`src/rtl/mips_pkg.sv`:
```
// ============================================================================
// Module  : mips_pkg
// Brief   : R-type opcode/funct encodings, instruction field positions and
//           the execution-controller state type.
// Revision: 1.0 - initial release
// ============================================================================
`default_nettype none

package mips_pkg;

  localparam logic [5:0] OP_RTYPE   = 6'b000000;

  localparam logic [5:0] FUNCT_ADD  = 6'b100000;
  localparam logic [5:0] FUNCT_SUB  = 6'b100010;
  localparam logic [5:0] FUNCT_AND  = 6'b100100;
  localparam logic [5:0] FUNCT_OR   = 6'b100101;
  localparam logic [5:0] FUNCT_SLL  = 6'b000000;
  localparam logic [5:0] FUNCT_SRL  = 6'b000010;
  localparam logic [5:0] FUNCT_SRA  = 6'b000011;
  localparam logic [5:0] FUNCT_SLLV = 6'b000100;
  localparam logic [5:0] FUNCT_SLT  = 6'b101010;

  localparam int OP_MSB = 31;
  localparam int OP_LSB = 26;
  localparam int RS_MSB = 25;
  localparam int RS_LSB = 21;
  localparam int RT_MSB = 20;
  localparam int RT_LSB = 16;
  localparam int RD_MSB = 15;
  localparam int RD_LSB = 11;
  localparam int SH_MSB = 10;
  localparam int SH_LSB = 6;
  localparam int FN_MSB = 5;
  localparam int FN_LSB = 0;

  typedef enum logic [1:0] {
    ST_IDLE = 2'd0,
    ST_READ = 2'd1,
    ST_EXEC = 2'd2,
    ST_WB   = 2'd3
  } state_t;

  function automatic logic is_legal_rtype(input logic [5:0] op, input logic [5:0] fn);
    logic ok;
    ok = 1'b0;
    if (op == OP_RTYPE) begin
      case (fn)
        FUNCT_ADD, FUNCT_SUB, FUNCT_AND, FUNCT_OR, FUNCT_SLL,
        FUNCT_SRL, FUNCT_SRA, FUNCT_SLLV, FUNCT_SLT: ok = 1'b1;
        default:                                     ok = 1'b0;
      endcase
    end
    return ok;
  endfunction

  function automatic logic is_addsub(input logic [5:0] fn);
    return (fn == FUNCT_ADD) || (fn == FUNCT_SUB);
  endfunction

endpackage

`default_nettype wire

```
`src/rtl/regfile_2r1w.sv`:
```
// ============================================================================
// Module  : regfile_2r1w
// Brief   : 32x32 register file, two operand reads plus a debug read, one
//           synchronous write with $0 hard-wired to zero, async clear.
// Revision: 1.0 - initial release
// ============================================================================
`default_nettype none

module regfile_2r1w #(
  parameter int NREG = 32,
  parameter int W    = 32
) (
  input  logic                    clk,
  input  logic                    rst,
  input  logic                    i_we,
  input  logic [$clog2(NREG)-1:0] i_waddr,
  input  logic [W-1:0]            i_wdata,
  input  logic [$clog2(NREG)-1:0] i_raddr_a,
  output logic [W-1:0]            o_rdata_a,
  input  logic [$clog2(NREG)-1:0] i_raddr_b,
  output logic [W-1:0]            o_rdata_b,
  input  logic [$clog2(NREG)-1:0] i_raddr_d,
  output logic [W-1:0]            o_rdata_d
);

  logic [W-1:0] r_mem [NREG];

  always_ff @(posedge clk or posedge rst) begin
    if (rst) begin
      for (int i = 0; i < NREG; i++) begin
        r_mem[i] <= '0;
      end
    end else if (i_we && (i_waddr != '0)) begin
      r_mem[i_waddr] <= i_wdata;
    end
  end

  assign o_rdata_a = r_mem[i_raddr_a];
  assign o_rdata_b = r_mem[i_raddr_b];
  assign o_rdata_d = r_mem[i_raddr_d];

endmodule

`default_nettype wire

```
`src/rtl/rtype_exec_ctrl.sv`:
```
// ============================================================================
// Module  : rtype_exec_ctrl
// Brief   : Four-state (IDLE/READ/EXEC/WB) R-type controller feeding an
//           external combinational ALU and writing results back to the RF.
// Revision: 1.0 - initial release
// ============================================================================
`default_nettype none

module rtype_exec_ctrl
  import mips_pkg::*;
#(
  parameter int NREG = 32
) (
  input  logic        clk,
  input  logic        reset,
  input  logic        instr_valid,
  input  logic [31:0] instr,
  output logic        instr_ready,
  input  logic        ld_valid,
  input  logic [4:0]  ld_addr,
  input  logic [31:0] ld_data,
  input  logic [4:0]  dbg_addr,
  output logic [31:0] dbg_data,
  output logic [5:0]  alu_funct,
  output logic [4:0]  alu_shamt,
  output logic [31:0] alu_rs,
  output logic [31:0] alu_rt,
  input  logic [31:0] alu_result,
  input  logic        alu_carry,
  input  logic        alu_zero,
  input  logic        alu_ovf,
  output logic        wb_valid,
  output logic [4:0]  wb_addr,
  output logic [31:0] wb_data,
  output logic        done,
  output logic [2:0]  flags,
  output logic        err_illegal,
  output logic        err_overflow
);

  state_t      r_state;
  state_t      w_state_nxt;
  logic [31:0] r_instr;
  logic [31:0] r_res;
  logic [2:0]  r_cap_flags;
  logic [2:0]  r_flags;
  logic        r_err_ill;
  logic        r_err_ovf;
  logic [5:0]  r_alu_funct;
  logic [4:0]  r_alu_shamt;
  logic [31:0] r_alu_rs;
  logic [31:0] r_alu_rt;

  logic        w_accept;
  logic        w_ld_en;
  logic        w_wb_en;
  logic        w_done;
  logic        w_ready;
  logic [31:0] w_rf_a;
  logic [31:0] w_rf_b;

  wire  [5:0]  w_op    = r_instr[OP_MSB:OP_LSB];
  wire  [4:0]  w_rs    = r_instr[RS_MSB:RS_LSB];
  wire  [4:0]  w_rt    = r_instr[RT_MSB:RT_LSB];
  wire  [4:0]  w_rd    = r_instr[RD_MSB:RD_LSB];
  wire  [4:0]  w_sh    = r_instr[SH_MSB:SH_LSB];
  wire  [5:0]  w_fn    = r_instr[FN_MSB:FN_LSB];
  wire         w_legal = is_legal_rtype(w_op, w_fn);
  wire         w_as    = w_legal && is_addsub(w_fn);

  always_ff @(posedge clk or posedge reset) begin
    if (reset) r_state <= ST_IDLE;
    else       r_state <= w_state_nxt;
  end

  always_comb begin
    w_state_nxt = r_state;
    w_ready     = 1'b0;
    w_accept    = 1'b0;
    w_ld_en     = 1'b0;
    w_wb_en     = 1'b0;
    w_done      = 1'b0;
    case (r_state)
      ST_IDLE: begin
        w_ready  = 1'b1;
        // Preload wins the cycle; the offered word simply waits.
        w_ld_en  = ld_valid;
        w_accept = instr_valid && !ld_valid;
        if (w_accept) w_state_nxt = ST_READ;
      end
      ST_READ: w_state_nxt = ST_EXEC;
      ST_EXEC: w_state_nxt = ST_WB;
      ST_WB: begin
        w_done      = 1'b1;
        w_wb_en     = w_legal && (w_rd != 5'd0) && !(w_as && r_cap_flags[0]);
        w_state_nxt = ST_IDLE;
      end
      default: w_state_nxt = ST_IDLE;
    endcase
  end

  always_ff @(posedge clk or posedge reset) begin
    if (reset) begin
      r_instr     <= '0;
      r_res       <= '0;
      r_cap_flags <= '0;
      r_flags     <= '0;
      r_err_ill   <= 1'b0;
      r_err_ovf   <= 1'b0;
      r_alu_funct <= '0;
      r_alu_shamt <= '0;
      r_alu_rs    <= '0;
      r_alu_rt    <= '0;
    end else begin
      if (w_accept) r_instr <= instr;
      if (r_state == ST_READ) begin
        r_alu_rs    <= w_rf_a;
        r_alu_rt    <= w_rf_b;
        r_alu_funct <= w_fn;
        r_alu_shamt <= w_sh;
      end
      if (r_state == ST_EXEC) begin
        r_res       <= alu_result;
        r_cap_flags <= {alu_carry, alu_zero, alu_ovf};
      end
      if (r_state == ST_WB) begin
        r_flags <= r_cap_flags;
        if (!w_legal)                r_err_ill <= 1'b1;
        if (w_as && r_cap_flags[0])  r_err_ovf <= 1'b1;
      end
    end
  end

  // Preload and writeback never overlap: one is IDLE-only, the other WB-only.
  regfile_2r1w #(.NREG(NREG), .W(32)) u_rf (
    .clk       (clk),
    .rst       (reset),
    .i_we      (w_wb_en || w_ld_en),
    .i_waddr   (w_wb_en ? w_rd : ld_addr),
    .i_wdata   (w_wb_en ? r_res : ld_data),
    .i_raddr_a (w_rs),
    .o_rdata_a (w_rf_a),
    .i_raddr_b (w_rt),
    .o_rdata_b (w_rf_b),
    .i_raddr_d (dbg_addr),
    .o_rdata_d (dbg_data)
  );

  assign instr_ready  = w_ready;
  assign done         = w_done;
  assign wb_valid     = w_wb_en;
  assign wb_addr      = w_wb_en ? w_rd : 5'd0;
  assign wb_data      = w_wb_en ? r_res : 32'd0;
  assign flags        = r_flags;
  assign err_illegal  = r_err_ill;
  assign err_overflow = r_err_ovf;
  assign alu_funct    = r_alu_funct;
  assign alu_shamt    = r_alu_shamt;
  assign alu_rs       = r_alu_rs;
  assign alu_rt       = r_alu_rt;

endmodule

`default_nettype wire

```
`config.mk`:
```
export PLATFORM = sky130hd
export DESIGN_NAME = rtype_exec_ctrl
export DESIGN_NICKNAME = d
export VERILOG_FILES = /design/src/rtl/mips_pkg.sv /design/src/rtl/regfile_2r1w.sv /design/src/rtl/rtype_exec_ctrl.sv
export SDC_FILE = /design/constraint.sdc
export NUM_CORES = 2
export LEC_CHECK = 0
export CAP_MARGIN = 30
export CORE_MARGIN = 5
export CORE_UTILIZATION = 50
export CTS_CLUSTER_SIZE = 16
export DETAILED_ROUTE_END_ITERATION = 10
export GPL_TIMING_DRIVEN = 1
export PLACE_DENSITY = 0.7
export SYNTH_ARGS = -nofsm -noshare
export SYNTH_HDL_FRONTEND = slang
export SYNTH_HIERARCHICAL = 1
export SYNTH_SLANG_ARGS = --single-unit
export TNS_END_PERCENT = 1
```
`constraint.sdc`:
```
create_clock -name clk -period 33.4 [get_ports clk]
set_input_delay 6.68 -clock clk [delete_from_list [all_inputs] [get_ports clk]]
set_output_delay 6.68 -clock clk [all_outputs]
set_load 0.05 [all_outputs]
```
---- Word level (Yosys, flattened, before mapping) ----
Index checks and enable logic that the tools add are counted.
Widths: inputs -> output; s select.
cells by class
  magnitude comparators ................... 5
  bitwise gates (word level) .............. 5
  mux-type cells .......................... 25
  eq/ne operators ......................... 12
  reductions and logical operators ........ 19
operators with widths
  kind                count
  $bwmux 1024         1
  $bmux 32 s5         3
  $mux 32             9
  $demux 32 s5        1
  $eq 6x6->1 const B  5
  $ge 6x6->1 const B  4
  $not 5->6           4
  $eq 6x2->1 const B  2
  $logic_not 6->1     2
  $mux 5              2
  $reduce_bool 5->1   2
  $reduce_or 9->1     1
  $pmux 2 s4          1
  $logic_and 1x1->1   7
  $mux 1              7
  $eq 6x3->1 const B  1
  $lt 6x1->1 const B  1
  $eq 2x2->1 const B  2
  $reduce_and 2->1    2
  $eq 2x1->1 const B  1
  $logic_not 1->1     2
  $logic_not 2->1     1
  $logic_or 1x1->1    2
  $mux 2              1
  2 further kinds     2
storage, ports and cells
  register bits ........................... 1173
  input port bits ......................... 113
  output and inout bits ................... 152
  word-level logic and storage cells ...... 109

---- Depth between registers and ports, before layout ----
  depth in word-level cells ............... 16
  gate-level depth with buffers ........... 11

---- Hierarchy ----
Netlist, hierarchy kept.
modules (own cells, without submodules)
  module           cells each  area an instance (um^2)  seq. area each (um^2)  instances
  regfile_2r1w     5760        64702.1                  25624.6                1
  rtype_exec_ctrl  426         6363.6                   3728.6                 1

---- Worst setup path after synthesis ----
Ideal clock, no wire load.
  path kind ............................... in2out
  from .................................... in dbg_addr[1]
  to ...................................... out dbg_data[0]
  arrival ................................. 8.202 ns
  path buffers ............................ 4
  cell stages on the path ................. 8
  path slack .............................. 18.518 ns
  cell sequence ........................... buf_2 -> buf_4 -> buf_2 -> buf_2 -> mux2i_1 -> nand2_1 -> a31oi_1 -> nand3_1
on the way
  word-level cells in the longest chain between the ends .. 4
ends and longest elaborated chain
  what                                         line                   RTL
  start: declaration                           rtype_exec_ctrl.sv:22  input logic [4:0] dbg_addr,
  $not 5->6 (not written as such)              regfile_2r1w.sv:40     assign o_rdata_d = r_mem[i_raddr_d];
  $bmux 32 s5                                  regfile_2r1w.sv:40
  $mux 32 (not written as such) (2 in series)  regfile_2r1w.sv:40
  end: declaration                             rtype_exec_ctrl.sv:23  output logic [31:0] dbg_data,
Every way passes these cells. The select of a mux whose other input is x is not followed.

---- Final worst setup path ----
  from .................................... in dbg_addr[0]
  to ...................................... out dbg_data[13]
Same word-level chain as after synthesis.

==> run metrics <==
P_leak 0.0372 µW; aggregate negative setup slack 0 ps; CP startpoint kind input pin; post-synth top area cell dfrtp_1; Via Count 54400; unrepaired setup endpoints after global routing false; vias in the first global route 54000; final hold viol count 0; Avg Inst Size Synth between 10 and 15 µm²; CP max stage delay 810 ps; Reg2Reg Depth 9; R2R Path Start r_state[0]; worst flop-to-flop path endpoint u_rf/r_mem[525]; post-cts sizing count 0; area share of the leading cell type in the synthesized netlist 41.3%; top_reg_cell synth dfrtp_1; Synth Warn # 6; CP max stage cell clkdlybuf4s50_1; synth top area cells dfrtp_1 41%, mux2i_1 22%, mux2_2 17%, a22oi_1 3.0%, a22o_1 2.4%; Yosys reg bits between 1000 and 1500; period utilization 53.3%; Post-Syn Area approximately 71000 µm²; number of setup violations in the final report 0; hpwl dp 130 mm; Worst Hold Class reg2reg; Worst Slack Setup Final 15580 ps; status finished, final reports clean; sequential share of the synthesized area between 40% and 50%; CTS buffer count 134; Die Wd 387 µm; Worst-path clk slew 60 ps; CP arrival 11140 ps; drt pass-1 iters 6; Slew Limit Fails 0; CTS Sinks 1173; maximum vdd drop between 0.00008 and 0.00009 V; Cell variety after synth 41; Post-synth EDFFs 0; Syn Nets ~6300; P&R area growth vs syn 11.5%; mean routed wirelength per cell 30.3 µm; worst hold endpoint u_rf/r_mem[1019]; DRC 0; cell count after synthesis slightly above 6000; DIE HEIGHT 387 µm; PwrDens 90.8 nW/µm²; max-cap viol count 0; first-pass GRT wire length ~360 mm; # H-tree levels 4; Post-synth top cells 1536 x mux2i_1, 1173 x dfrtp_1, 1099 x mux2_2; CTS Root Cell clkbuf_16; drt initial violations 6440; io pins around 270; Critical Path Source dbg_addr[0]; CP Capture Type output port; Setup WS pre-CTS 15610 ps; WP data required roughly 27000 ps; All-Layer GR Usage 31.5%; hold_buf cts 0; core footprint 141000 µm²; maximum clock insertion buffer count 3; Worst Path Max Fanout 41; Slew HR between 20% and 30%; RePlAce Congestion approximately 0.83; largest net degree at the start of global routing 176; Layout Skew 32.3 ps; Tmin final 17820 ps; initial antenna violation count 3; starting density of the core 50.3%; layout cell share with drive strength beyond 1 24.6%; Routed WL 245 mm; crit path cell chain clkdlybuf4s50_1, nor2_4, buf_4, buf_4, a22o_1, nor3_1, a31oi_1, nand3_1, clkdlybuf4s50_1; top-count cell post-synth mux2i_1; Skew-Pair Late Insertion Delay 790 ps; postcts setup bufs 0; Async S/R FF share, synth 100%; Crit Path Class in2out; # port buffers 264; f_max 56.1 MHz; r2r setup slk 28330 ps; TritonCTS clock tree built; Vias/cell 6.72; HP Start u_rf/r_mem[1019]; Hold Slack 422 ps; row count 138; antenna viol nets, final 0; Die ar. 150000 µm²; Hold Path Stages 0; gr ovfl total 0; net count reported at finish approximately 6200; actual slew at the worst max-slew pin roughly 1100 ps
==> worst max-delay path by stage <==
| stage | cells past startpoint | endpoint | slack [ps] |
|---|---|---|---|
| global route | 9 | dbg_data[23] | 15490 |
| CTS | 10 | dbg_data[22] | 15610 |
| detailed placement | 10 | dbg_data[22] | 15610 |
| floorplan | 1 | u_rf/r_mem[0] | 12610 |
| finish | 9 | dbg_data[13] | 15580 |
| global placement | 9 | dbg_data[22] | 15520 |
==> area by class of cell <==
type | instances | area [µm²]
Fill cell | 11900 | 62100
Multi-Input combinational cell | 4386 | 38600
Sequential cell | 1173 | 29400
Timing Repair Buffer | 402 | 4350
Clock buffer | 191 | 3940
Tap cell | 1890 | 2360
Clock inverter | 51 | 587
Inverter | 5 | 30.0
Antenna cell | 2 | 5.00
==> critical path, delay by kind of cell <==
kind                   cells  cell delay (ps)
AOI/OAI and AO/OA          2              630
buffers and inverters      4             2740
and+or+nand+nor            3              980
==> registers in the layout (all words and copies together) (netlist names) <==
signal and count:
u_rf/r_mem 1024, alu_rs 32, alu_rt 32, r_instr 32
r_res 32, alu_funct 6, alu_shamt 5, flags 3
r_cap_flags 3, r_state 2, err_illegal 1, err_overflow 1
==> logic make-up (layout without fill, tap and decap cells) <==
group	after synthesis	after routing	synth area share (%)
adder cells (fa/ha/maj)	4	4	0.0704
multiplexers	2710	2710	40.2
flip-flops	1173	1173	41.3
other	0	2	0
AND/OR/NAND/NOR	801	801	5.46
buffers and inverters	627	649	4.58
AO/OA/AOI/OAI	871	871	8.35
==> through the flow <==
step	power, µW	std cells	util, %	instance area (µm²)
3_3_place_gp	5490	7825	52.3	73900
4_1_cts	7120	8088	55.9	79000
5_1_grt	7490	8098	56.1	79300
3_5_place_dp	5580	7846	52.7	74500
6_report	7200	8100	56.1	79300
2_1_floorplan	4570	6186	-	71100
==> cells in the final DEF, fill, tap and decap left out, drive strengths merged, types with 2 or more instances in the layout <==
cell type	n
ha	4
nand2b	8
inv	10
nor2	24
a22o	192
clkinvlp	5
diode	2
clkinv	31
a22oi	288
a21oi	289
clkbuf	191
bufinv	10
nand3	290
and2	40
or2	4
and4bb	2
o21ai	3
nor3	99
clkdlybuf4s50	263
nand2	309
mux2	1174
nor2b	7
a31oi	96
dfrtp	1173
nor4	4
mux2i	1536
nor3b	4
nand3b	4
buf	139
==> report_power, final <==
part	internal, µW	switching [µW]
Combinational	1420	1900
Sequential	1880	477
Clock	900	623
Total	4190	3000
==> layer usage <==
layer | vias up | part of all wire [%] | GRT usage, %
li1 | 22800 | - | -
met1 | 27800 | 41 | 43.2
met2 | 3020 | 44 | 47.3
met3 | 754 | 9.8 | 7.61
met4 | 0 | 5.2 | 14.8
met5 | - | 0 | 0
No activity file was read; power rests on OpenSTA's default activity.
